[src/rtl/synth_midi_pkg.sv]
// synth_midi_pkg
// Shared types and helpers for the MIDI transmit path: event type encoding,
// MIDI status nibbles, message length lookup, the buffered event record and
// the transmit FSM state type.
package synth_midi_pkg;

  typedef enum logic [2:0] {
    EV_NOTE_OFF   = 3'd0,
    EV_NOTE_ON    = 3'd1,
    EV_CTRL       = 3'd2,
    EV_PRG        = 3'd3,
    EV_PITCH      = 3'd4,
    EV_CHAN_PRESS = 3'd5
  } ev_type_t;

  // Upper nibble of the MIDI status byte for each event type.
  localparam logic [3:0] ST_NOTE_OFF   = 4'h8;
  localparam logic [3:0] ST_NOTE_ON    = 4'h9;
  localparam logic [3:0] ST_CTRL       = 4'hB;
  localparam logic [3:0] ST_PRG        = 4'hC;
  localparam logic [3:0] ST_CHAN_PRESS = 4'hD;
  localparam logic [3:0] ST_PITCH      = 4'hE;

  // One buffered channel-voice event; data bytes are already 7-bit clean.
  typedef struct packed {
    ev_type_t    ev_type;
    logic [3:0]  ch;
    logic [7:0]  d1;
    logic [7:0]  d2;
  } midi_ev_t;

  typedef enum logic [1:0] {
    S_IDLE = 2'd0,
    S_ST   = 2'd1,
    S_D1   = 2'd2,
    S_D2   = 2'd3
  } tx_state_t;

  // Types 6 and 7 have no MIDI meaning and are never stored.
  function automatic logic ev_type_ok(input logic [2:0] t);
    return t <= 3'd5;
  endfunction

  // Total bytes on the wire including the status byte.
  function automatic logic [1:0] msg_len(input ev_type_t t);
    case (t)
      EV_PRG, EV_CHAN_PRESS: return 2'd2;
      default:               return 2'd3;
    endcase
  endfunction

  function automatic logic [3:0] status_nibble(input ev_type_t t);
    case (t)
      EV_NOTE_OFF:   return ST_NOTE_OFF;
      EV_NOTE_ON:    return ST_NOTE_ON;
      EV_CTRL:       return ST_CTRL;
      EV_PRG:        return ST_PRG;
      EV_PITCH:      return ST_PITCH;
      default:       return ST_CHAN_PRESS;
    endcase
  endfunction

endpackage

[src/rtl/midi_ev_fifo.sv]
// midi_ev_fifo
// Synchronous FIFO of midi_ev_t records with registered full/empty flags.
// Ports:
//   clk, rst_n      clock, asynchronous active-low reset
//   push, wdata     write request and record (ignored when full unless popping)
//   pop, rdata      read request; rdata shows the head combinationally
//   full, empty     registered status flags
//   count           number of records held (0..DEPTH)
module midi_ev_fifo
  import synth_midi_pkg::*;
#(
  parameter int DEPTH = 4,
  parameter int AW    = 2
) (
  input  logic          clk,
  input  logic          rst_n,
  input  logic          push,
  input  midi_ev_t      wdata,
  input  logic          pop,
  output midi_ev_t      rdata,
  output logic          full,
  output logic          empty,
  output logic [AW:0]   count
);

  localparam logic [AW:0] DEPTH_C = (AW + 1)'(DEPTH);

  midi_ev_t         mem [DEPTH];
  logic [AW-1:0]    wr_ptr;
  logic [AW-1:0]    rd_ptr;
  logic [AW:0]      count_d;
  logic             do_push;
  logic             do_pop;

  assign do_pop  = pop && !empty;
  // A pop in the same cycle frees the slot being written.
  assign do_push = push && (!full || do_pop);
  assign rdata   = mem[rd_ptr];

  // NOTE: every signal written in always_comb gets a default first, so no
  // path leaves it unassigned and no latch is inferred.
  always_comb begin
    count_d = count;
    case ({do_push, do_pop})
      2'b10:   count_d = count + 1'b1;
      2'b01:   count_d = count - 1'b1;
      default: ;
    endcase
  end

  // NOTE: the storage array has no reset; only pointers and flags decide
  // what is valid, and leaving it unreset lets it map onto plain RAM.
  always_ff @(posedge clk) begin
    if (do_push) mem[wr_ptr] <= wdata;
  end

  always_ff @(posedge clk or negedge rst_n) begin
    if (!rst_n) begin
      wr_ptr <= '0;
      rd_ptr <= '0;
      count  <= '0;
      full   <= 1'b0;
      empty  <= 1'b1;
    end else begin
      // Pointers are AW bits wide, so they wrap modulo DEPTH on their own.
      if (do_push) wr_ptr <= wr_ptr + 1'b1;
      if (do_pop)  rd_ptr <= rd_ptr + 1'b1;
      count <= count_d;
      full  <= (count_d == DEPTH_C);
      empty <= (count_d == '0);
    end
  end

endmodule

[src/rtl/midi_tx_encoder.sv]
// midi_tx_encoder
// Buffers channel-voice events and serialises each into MIDI bytes
// (status, data1, optional data2) for the MIDI UART transmitter.
// Optional feature: define MIDI_RUNNING_STATUS_EN to omit a status byte that
// equals the last one sent (rs_clear forgets it); otherwise every message
// carries its status byte and rs_clear is ignored.
// Ports:
//   CLOCK_50, reset_reg_N     clock, asynchronous active-low reset
//   ev_valid/ev_ready         event handshake; ev_ready = FIFO not full
//   ev_type/ev_ch/ev_data1/2  event fields (types 6-7 are dropped)
//   rs_clear                  forget running status (feature builds only)
//   midi_out_ready            UART holding register empty
//   midi_send_byte            single-cycle byte strobe
//   midi_out_data             byte, valid with the strobe and held after it
//   busy                      FSM active or FIFO not empty
//   fifo_count                events buffered
//   ev_dropped                pulse when an invalid type is offered
module midi_tx_encoder
  import synth_midi_pkg::*;
#(
  parameter int FIFO_DEPTH = 4,
  parameter int FIFO_AW    = 2
) (
  input  logic               CLOCK_50,
  input  logic               reset_reg_N,
  input  logic               ev_valid,
  output logic               ev_ready,
  input  logic [2:0]         ev_type,
  input  logic [3:0]         ev_ch,
  input  logic [7:0]         ev_data1,
  input  logic [7:0]         ev_data2,
  input  logic               rs_clear,
  input  logic               midi_out_ready,
  output logic               midi_send_byte,
  output logic [7:0]         midi_out_data,
  output logic               busy,
  output logic [FIFO_AW:0]   fifo_count,
  output logic               ev_dropped
);

  tx_state_t  state_q, state_d;
  midi_ev_t   msg_q;
  midi_ev_t   fifo_wdata;
  midi_ev_t   fifo_rdata;
  logic       fifo_push, fifo_pop, fifo_full, fifo_empty;
  logic       holdoff_q;
  logic [7:0] data_q;
  logic [7:0] status_byte;
  logic [7:0] tx_byte;
  logic       send;
  logic       can_send;
  logic       rs_skip;

  // ---------------------------------------------------------------- intake
  assign ev_ready   = !fifo_full;
  assign fifo_push  = ev_valid && ev_ready && ev_type_ok(ev_type);
  assign ev_dropped = ev_valid && ev_ready && !ev_type_ok(ev_type);

  always_comb begin
    fifo_wdata.ev_type = ev_type_t'(ev_type);
    fifo_wdata.ch      = ev_ch;
    fifo_wdata.d1      = ev_data1 & 8'h7F;
    fifo_wdata.d2      = ev_data2 & 8'h7F;
  end

  midi_ev_fifo #(
    .DEPTH (FIFO_DEPTH),
    .AW    (FIFO_AW)
  ) u_fifo (
    .clk   (CLOCK_50),
    .rst_n (reset_reg_N),
    .push  (fifo_push),
    .wdata (fifo_wdata),
    .pop   (fifo_pop),
    .rdata (fifo_rdata),
    .full  (fifo_full),
    .empty (fifo_empty),
    .count (fifo_count)
  );

  // -------------------------------------------------------- running status
  assign status_byte = {status_nibble(msg_q.ev_type), msg_q.ch};

`ifdef MIDI_RUNNING_STATUS_EN
  logic [7:0] last_status_q;

  // A clear in the same cycle as the comparison forces the status out.
  assign rs_skip = (status_byte == last_status_q) && !rs_clear;

  always_ff @(posedge CLOCK_50 or negedge reset_reg_N) begin
    if (!reset_reg_N)                 last_status_q <= 8'h00;
    else if (rs_clear)                last_status_q <= 8'h00;
    else if (send && state_q == S_ST) last_status_q <= status_byte;
  end
`else
  logic rs_clear_unused;
  assign rs_clear_unused = rs_clear;
  assign rs_skip         = 1'b0;
`endif

  // -------------------------------------------------------------- send FSM
  // holdoff blocks the cycle after a strobe so the UART can drop ready.
  assign can_send = midi_out_ready && !holdoff_q;

  always_comb begin
    state_d  = state_q;
    fifo_pop = 1'b0;
    send     = 1'b0;
    tx_byte  = 8'h00;
    case (state_q)
      S_IDLE: begin
        if (!fifo_empty) begin
          fifo_pop = 1'b1;
          state_d  = S_ST;
        end
      end
      S_ST: begin
        tx_byte = status_byte;
        if (rs_skip) begin
          state_d = S_D1;
        end else if (can_send) begin
          send    = 1'b1;
          state_d = S_D1;
        end
      end
      S_D1: begin
        tx_byte = msg_q.d1;
        if (can_send) begin
          send    = 1'b1;
          state_d = (msg_len(msg_q.ev_type) == 2'd3) ? S_D2 : S_IDLE;
        end
      end
      S_D2: begin
        tx_byte = msg_q.d2;
        if (can_send) begin
          send    = 1'b1;
          state_d = S_IDLE;
        end
      end
      default: state_d = S_IDLE;
    endcase
  end

  // NOTE: sequential state uses non-blocking assignments so every register
  // samples pre-edge values regardless of statement order.
  always_ff @(posedge CLOCK_50 or negedge reset_reg_N) begin
    if (!reset_reg_N) begin
      state_q   <= S_IDLE;
      msg_q     <= '0;
      holdoff_q <= 1'b0;
      data_q    <= 8'h00;
    end else begin
      state_q   <= state_d;
      holdoff_q <= send;
      if (fifo_pop) msg_q  <= fifo_rdata;
      if (send)     data_q <= tx_byte;
    end
  end

  // The byte appears with its strobe and stays on the bus until the next one.
  assign midi_send_byte = send;
  assign midi_out_data  = send ? tx_byte : data_q;
  assign busy           = (state_q != S_IDLE) || !fifo_empty;

endmodule

[config.mk]
export PLATFORM = sky130hd
export DESIGN_NAME = midi_tx_encoder
export DESIGN_NICKNAME = d
export VERILOG_FILES = /design/src/rtl/synth_midi_pkg.sv /design/src/rtl/midi_ev_fifo.sv /design/src/rtl/midi_tx_encoder.sv
export SDC_FILE = /design/constraint.sdc
export NUM_CORES = 1
export LEC_CHECK = 0
export ABC_AREA = 0
export BUFFER_PORTS_ARGS = -buffer_cell sky130_fd_sc_hd__buf_4
export CAP_MARGIN = 25
export CORE_ASPECT_RATIO = 1.1
export CORE_MARGIN = 2
export CORE_UTILIZATION = 36
export DETAILED_ROUTE_END_ITERATION = 7
export GPL_ROUTABILITY_DRIVEN = 0
export PLACE_DENSITY_LB_ADDON = 0.1
export SYNTH_ARGS = -nofsm -noshare
export SYNTH_HDL_FRONTEND = slang
export SYNTH_SLANG_ARGS = --single-unit
[constraint.sdc]
create_clock -name CLOCK_50 -period 2.5 [get_ports CLOCK_50]
set_input_delay 0.25 -clock CLOCK_50 [delete_from_list [all_inputs] [get_ports CLOCK_50]]
set_output_delay 0.25 -clock CLOCK_50 [all_outputs]
set_load 0.02 [all_outputs]
==> results of run 1 <==
-- cell families (layout without fill, tap and decap cells) --
kind of cell	Yosys count	in the layout	share of synthesized area
AOI/OAI and AO/OA	33	33	0.0448
xor gates and xnor gates	6	6	0.0103
adders and majority gates	6	6	0.0162
buffers and inverters	21	96	0.0258
DFF	125	125	0.698
muxes	47	47	0.166
and+or+nand+nor	33	33	0.0384
-- cell usage after synthesis, drive strengths merged --
cell	instances	area [sq um]
nor3	3	26.3
and2	4	25.0
mux2	26	360
mux4	21	484
fa	1	20.0
o21bai	1	7.51
edfxtp	84	2520
nor2	5	18.8
xnor2	3	26.3
o311a	1	10.0
nor4bb	1	10.0
o2111a	1	11.3
o31a	1	8.76
o221ai	1	8.76
ha	5	62.6
or2	1	6.26
inv	8	30.0
dfrtp	40	1000
xor2	3	26.3
dfstp	1	26.3
buf	12	97.6
nand2b	7	43.8
clkbuf	1	3.75
nand2	6	22.5
nand3b	2	15.0
o32a	2	20.0
o21a	1	7.51
nor3b	2	15.0
o22ai	8	50.1
nor2b	2	12.5
o21ba	1	10.0
a2bb2oi	3	26.3
a21oi	12	60.1
a21boi	1	7.51
-- stage by stage --
step	setup slack, ps	utilization	power [uW]
after floorplan	91.9	-	5060
after global placement	371	0.408	5820
after detailed placement	360	0.408	5850
after CTS	311	0.454	8410
after global routing	121	0.454	8740
final	348	0.454	8250
-- area by class of cell --
cell class                      instances  area, sq um  area share
Sequential cell                       125         3550       0.567
Tap cell                              188          235      0.0376
Timing Repair Buffer                   56          423      0.0676
Clock inverter                          5         73.8      0.0118
Multi-Input combinational cell        125         1400       0.224
Inverter                                8         30.0     0.00480
Clock buffer                           27          544      0.0870
-- worst max-delay path, delay by kind of cell (launching register included) --
kind            cells  cell delay (ps)
flops               1              380
compound gates      2              570
buf+inv             2              450
simple gates        1               80
-- worst max-delay path by stage --
stage                      from          endpoint  slack (ps)  cells past startpoint
detailed placement  u_fifo.full       u_fifo.full         360                      9
global placement    u_fifo.full       u_fifo.full         370                      9
floorplan            state_q[0]   u_fifo.count[2]          90                      9
CTS                  state_q[0]  midi_out_data[6]         310                      5
finish               state_q[0]  midi_out_data[6]         350                      5
global route        u_fifo.full       u_fifo.full         120                      9
-- flip-flops by register name (all words and copies together) (netlist names) --
register       flops
u_fifo.rd_ptr      2
u_fifo.count       3
data_q             8
u_fifo.wr_ptr      2
u_fifo.full        1
holdoff_q          1
u_fifo.empty       1
msg_q             21
u_fifo.mem        84
state_q            2
-- power groups by stage --
stage / sequential (uW) / clock, uW / combinational [uW]
after detailed placement: 3130 / 0 / 2720
after global routing: 3150 / 2680 / 2910
final: 3090 / 2510 / 2660
after global placement: 3120 / 0 / 2710
after CTS: 3100 / 2580 / 2730
after floorplan: 3070 / 0 / 1990
-- per-layer routing --
layer | global-route usage | wire [microns]
met1 | 0.171 | 4200
met2 | 0.241 | 5090
met3 | 0.0488 | 356
met4 | 0.0617 | 164
met5 | 0 | 0
==> impl_metrics.tcl, run 1 <==
set metrics [dict create \
    antenna_found_initial 0 \
    cts_setup_buffers 0 \
    max_freq_mhz 465 \
    track_usage 0.144 \
    ys_ff_latch 125 \
    dieHeight_microns 129 \
    cp_slowest_stage_delay_ps 380 \
    ff2ff_path_depth 9 \
    drv_cap 0 \
    pwr-share-clk 0.304 \
    drv_slew 0 \
    worstSetupEndpointType "output port" \
    clkLatencyLatePin_ps 410 \
    yosys.cell_types.count 41 \
    num_vias 2561 \
    rsz0062_at_grt "false" \
    finalCritPeriodShare 0.861 \
    holdBufCountCts 1 \
    drtPass1Iterations 5 \
    start_kind "flop" \
    yosys_warnings 0 \
    grt_pass1_wl_microns 15800 \
    regToRegEndpoint "u_fifo.full" \
    coreArea_sq_mm 0.0138 \
    cp_slowest_cell "dfrtp_1" \
    p_leak_uw 0.00237 \
    setup-tns-final_ps 0 \
    crit_fanout 25 \
    path_cells "buf_4, a21boi_0, nor2_1, o311a_1, buf_4" \
    start_util 0.369 \
    routed_wl_microns 9810 \
    holdPathEnd "u_fifo.mem[3][13]" \
    syn-num-nets 305 \
    ctsResizeCount 0 \
    h-tree-depth 4 \
    yosysSeqAreaShare 0.698 \
    pwr-share-seq 0.374 \
    hpwl_microns 6360 \
    drt_iter0_markers 157 \
    status "completed" \
    fin_cells 534 \
    slew_headroom 0.628 \
    ir_drop_v 0.000495 \
    antenna_cells 0 \
    dp.cells 501 \
    clk_pin_slew_ps 50 \
    wl_per_cell_microns 18.4 \
    syn_area_per_cell_sq_um 18.8 \
    drc 0 \
    final_hold_viol_count 0 \
    power_density_mw_per_mm2 1320 \
    first_global_vias 2751 \
    worst_pin_slew_ps 558 \
    rr_startpoint "u_fifo.full" \
    critPathArrivalTime_ps 1900 \
    cts_root_buf "clkbuf_16" \
    worst_hold_slack_ps 39.0 \
    fill_cells 1211 \
    portBuffers 39 \
    overflow 0 \
    layout-drive-gt1-share 0.379 \
    final_cell_mix "84 x edfxtp_1, 55 x buf_4, 40 x dfrtp_1" \
    ant_nets 0 \
    cts_sinks 125 \
    nets 367 \
    hp-class "in2reg" \
    grt_max_degree 42 \
    dpl_cell_area_sq_mm 0.00563 \
    cp_common_cell "buf_4" \
    swShare 0.290 \
    cts_buffers 17 \
    mostFrequentLayoutCell "edfxtp_1" \
    setup_violations 0 \
    dieArea_sq_mm 0.0151 \
    ios 43 \
    fp.dieW_microns 117 \
    vias_per_cell 4.80 \
    path_class "reg2out" \
    cts_buffer_depth 2 \
    fp-row-count 45 \
    period_minus_slack_ps 2150 \
    cts_tree "done" \
    whs_path_depth 1 \
    synth.cell_area_sq_mm 0.00508 \
    pwr-share-comb 0.322 \
    switchingPower_uw 2390 \
    hp-start "ev_data1[6]" \
    rrSetupSlack_ps 350 \
    syn_to_final_growth_pct 23.1 \
    synth_cells 271 \
    finClkSkew_ps 5.82 \
    p_int_uw 5860 \
    fin_area_sq_mm 0.00626 \
    cp_data_required_time_ps 2250 \
]
No activity file was read; power rests on OpenSTA's default activity.
==> inputs of run 2 (changes only) <==
--- a/config.mk
+++ b/config.mk
@@ -8,7 +8,7 @@
 export ABC_AREA = 0
 export BUFFER_PORTS_ARGS = -buffer_cell sky130_fd_sc_hd__buf_4
 export CAP_MARGIN = 25
-export CORE_ASPECT_RATIO = 1.1
+export CORE_ASPECT_RATIO = 0.5
 export CORE_MARGIN = 2
 export CORE_UTILIZATION = 36
 export DETAILED_ROUTE_END_ITERATION = 7
==> impl_metrics.tcl, run 2 (synthesis gave the netlist of run 1 again) <==
set metrics [dict create \
    nets 363 \
    cts_buffer_depth 2 \
    hpwl_microns 6360 \
    dpl_cell_area_sq_mm 0.00561 \
    portBuffers 39 \
    p_leak_uw 0.00231 \
    final_cell_mix "84 x edfxtp_1, 51 x buf_4, 40 x dfrtp_1" \
    hp-class "in2reg" \
    ctsResizeCount 0 \
    dieHeight_microns 88.0 \
    layout-drive-gt1-share 0.380 \
    grt_pass1_wl_microns 15500 \
    ir_drop_v 0.000505 \
    track_usage 0.144 \
    dp.cells 501 \
    antenna_cells 0 \
    drv_cap 0 \
    drv_slew 0 \
    holdPathEnd "u_fifo.mem[2][2]" \
    fp.dieW_microns 172 \
    drtPass1Iterations 4 \
    crit_buf_inv 2 \
    path_class "reg2out" \
    cts_sinks 125 \
    h-tree-depth 4 \
    p_total_uw 8040 \
    cts_tree "done" \
    ant_nets 0 \
    fin_util 0.451 \
    critPathArrivalTime_ps 1960 \
    start_util 0.372 \
    cp_slowest_cell "dfrtp_1" \
    fin_cells 534 \
    cp_slowest_stage_delay_ps 390 \
    whs_path_depth 1 \
    clk_pin_slew_ps 60 \
    coreArea_sq_mm 0.0137 \
    reg_top3 "u_fifo.mem (84), msg_q (21), data_q (8)" \
    path_cells "buf_4, a21boi_0, nor2_1, o311a_1, buf_4" \
    drt_iter0_markers 160 \
    worstSetupEndpointType "output port" \
    rr_startpoint "u_fifo.full" \
    cts_buffers 17 \
    first_global_vias 2808 \
    cp_common_cell "buf_4" \
    rsz0062_at_grt "false" \
    fp-row-count 30 \
    vias_per_cell 4.81 \
    final_hold_viol_count 0 \
    status "completed" \
    rrSetupSlack_ps 380 \
    setup_violations 0 \
    antenna_found_initial 0 \
    start_kind "flop" \
    slew_headroom 0.597 \
    wl_per_cell_microns 18.3 \
    worst_pin_slew_ps 604 \
    cts_root_buf "clkbuf_16" \
    finClkSkew_ps 8.93 \
    ios 43 \
    ff2ff_path_depth 9 \
    largest_reg_flops 84 \
    routed_wl_microns 9750 \
    fin_area_sq_mm 0.00617 \
    regToRegEndpoint "u_fifo.full" \
    hp-start "ev_data2[2]" \
    period_minus_slack_ps 2210 \
    cp_data_required_time_ps 2250 \
    clkLatencyLatePin_ps 410 \
    crit_family "compound AO/OA/AOI/OAI gates" \
    regMostFlops "u_fifo.mem" \
    grt_max_degree 42 \
    finalCritPeriodShare 0.885 \
    syn_to_final_growth_pct 21.3 \
    crit_fanout 25 \
    drc 0 \
    num_vias 2569 \
    mostFrequentLayoutCell "edfxtp_1" \
    power_density_mw_per_mm2 1300 \
    fill_cells 1220 \
    dieArea_sq_mm 0.0151 \
    overflow 0 \
    setup-tns-final_ps 0 \
    max_freq_mhz 452 \
]
-- run 2: metrics by stage --
stage	hold WS (ps)	setup WS [ps]
2_1_floorplan	-45.6	91.9
3_3_place_gp	266	447
3_5_place_dp	270	380
4_1_cts	18.4	254
5_1_grt	18.5	155
6_report	36.0	287
-- run 2: report_power, final --
| part | switching (uW) | internal [uW] | total, uW |
|---|---|---|---|
| combinational | 1300 | 1350 | 2650 |
| clock | 972 | 1300 | 2270 |
| sequential | 307 | 2820 | 3120 |
| total | 2580 | 5460 | 8040 |
-- run 2: how the worst max path moves through the flow --
stage / cells past startpoint / startpoint / end / slack [ps]
floorplan: 9 / state_q[0] / u_fifo.count[2] / 90
global placement: 7 / state_q[1] / u_fifo.count[2] / 450
detailed placement: 9 / u_fifo.full / u_fifo.full / 380
CTS: 5 / state_q[0] / midi_out_data[6] / 250
global route: 5 / state_q[0] / midi_out_data[6] / 150
finish: 5 / state_q[0] / midi_out_data[6] / 290
-- run 2: metal layers --
| layer | up-vias | routed length (microns) | GRT usage | part of all wire |
|---|---|---|---|---|
| met3 | 12 | 360 | 0.0470 | 0.037 |
| met2 | 46 | 4600 | 0.226 | 0.47 |
| met1 | 1332 | 4640 | 0.189 | 0.48 |
| li1 | 1179 | - | - | - |
| met5 | - | 0 | 0 | 0 |
| met4 | 0 | 148 | 0.0565 | 0.015 |
-- run 2: layout make-up --
type / count / area, sq um / share of cell area
timing repair buffer: 52 / 393 / 0.0637
clock inverter: 15 / 126 / 0.0205
tap: 192 / 240 / 0.0390
sequential: 125 / 3550 / 0.576
clock buffer: 17 / 425 / 0.0690
multi-input combinational: 125 / 1400 / 0.227
inverter: 8 / 30.0 / 0.00487
-- run 2: timing repair --
item                      4_1_cts  5_1_grt
hold buffers                    1        0
hold endpoints to repair       40        0
buffers inserted                0        0
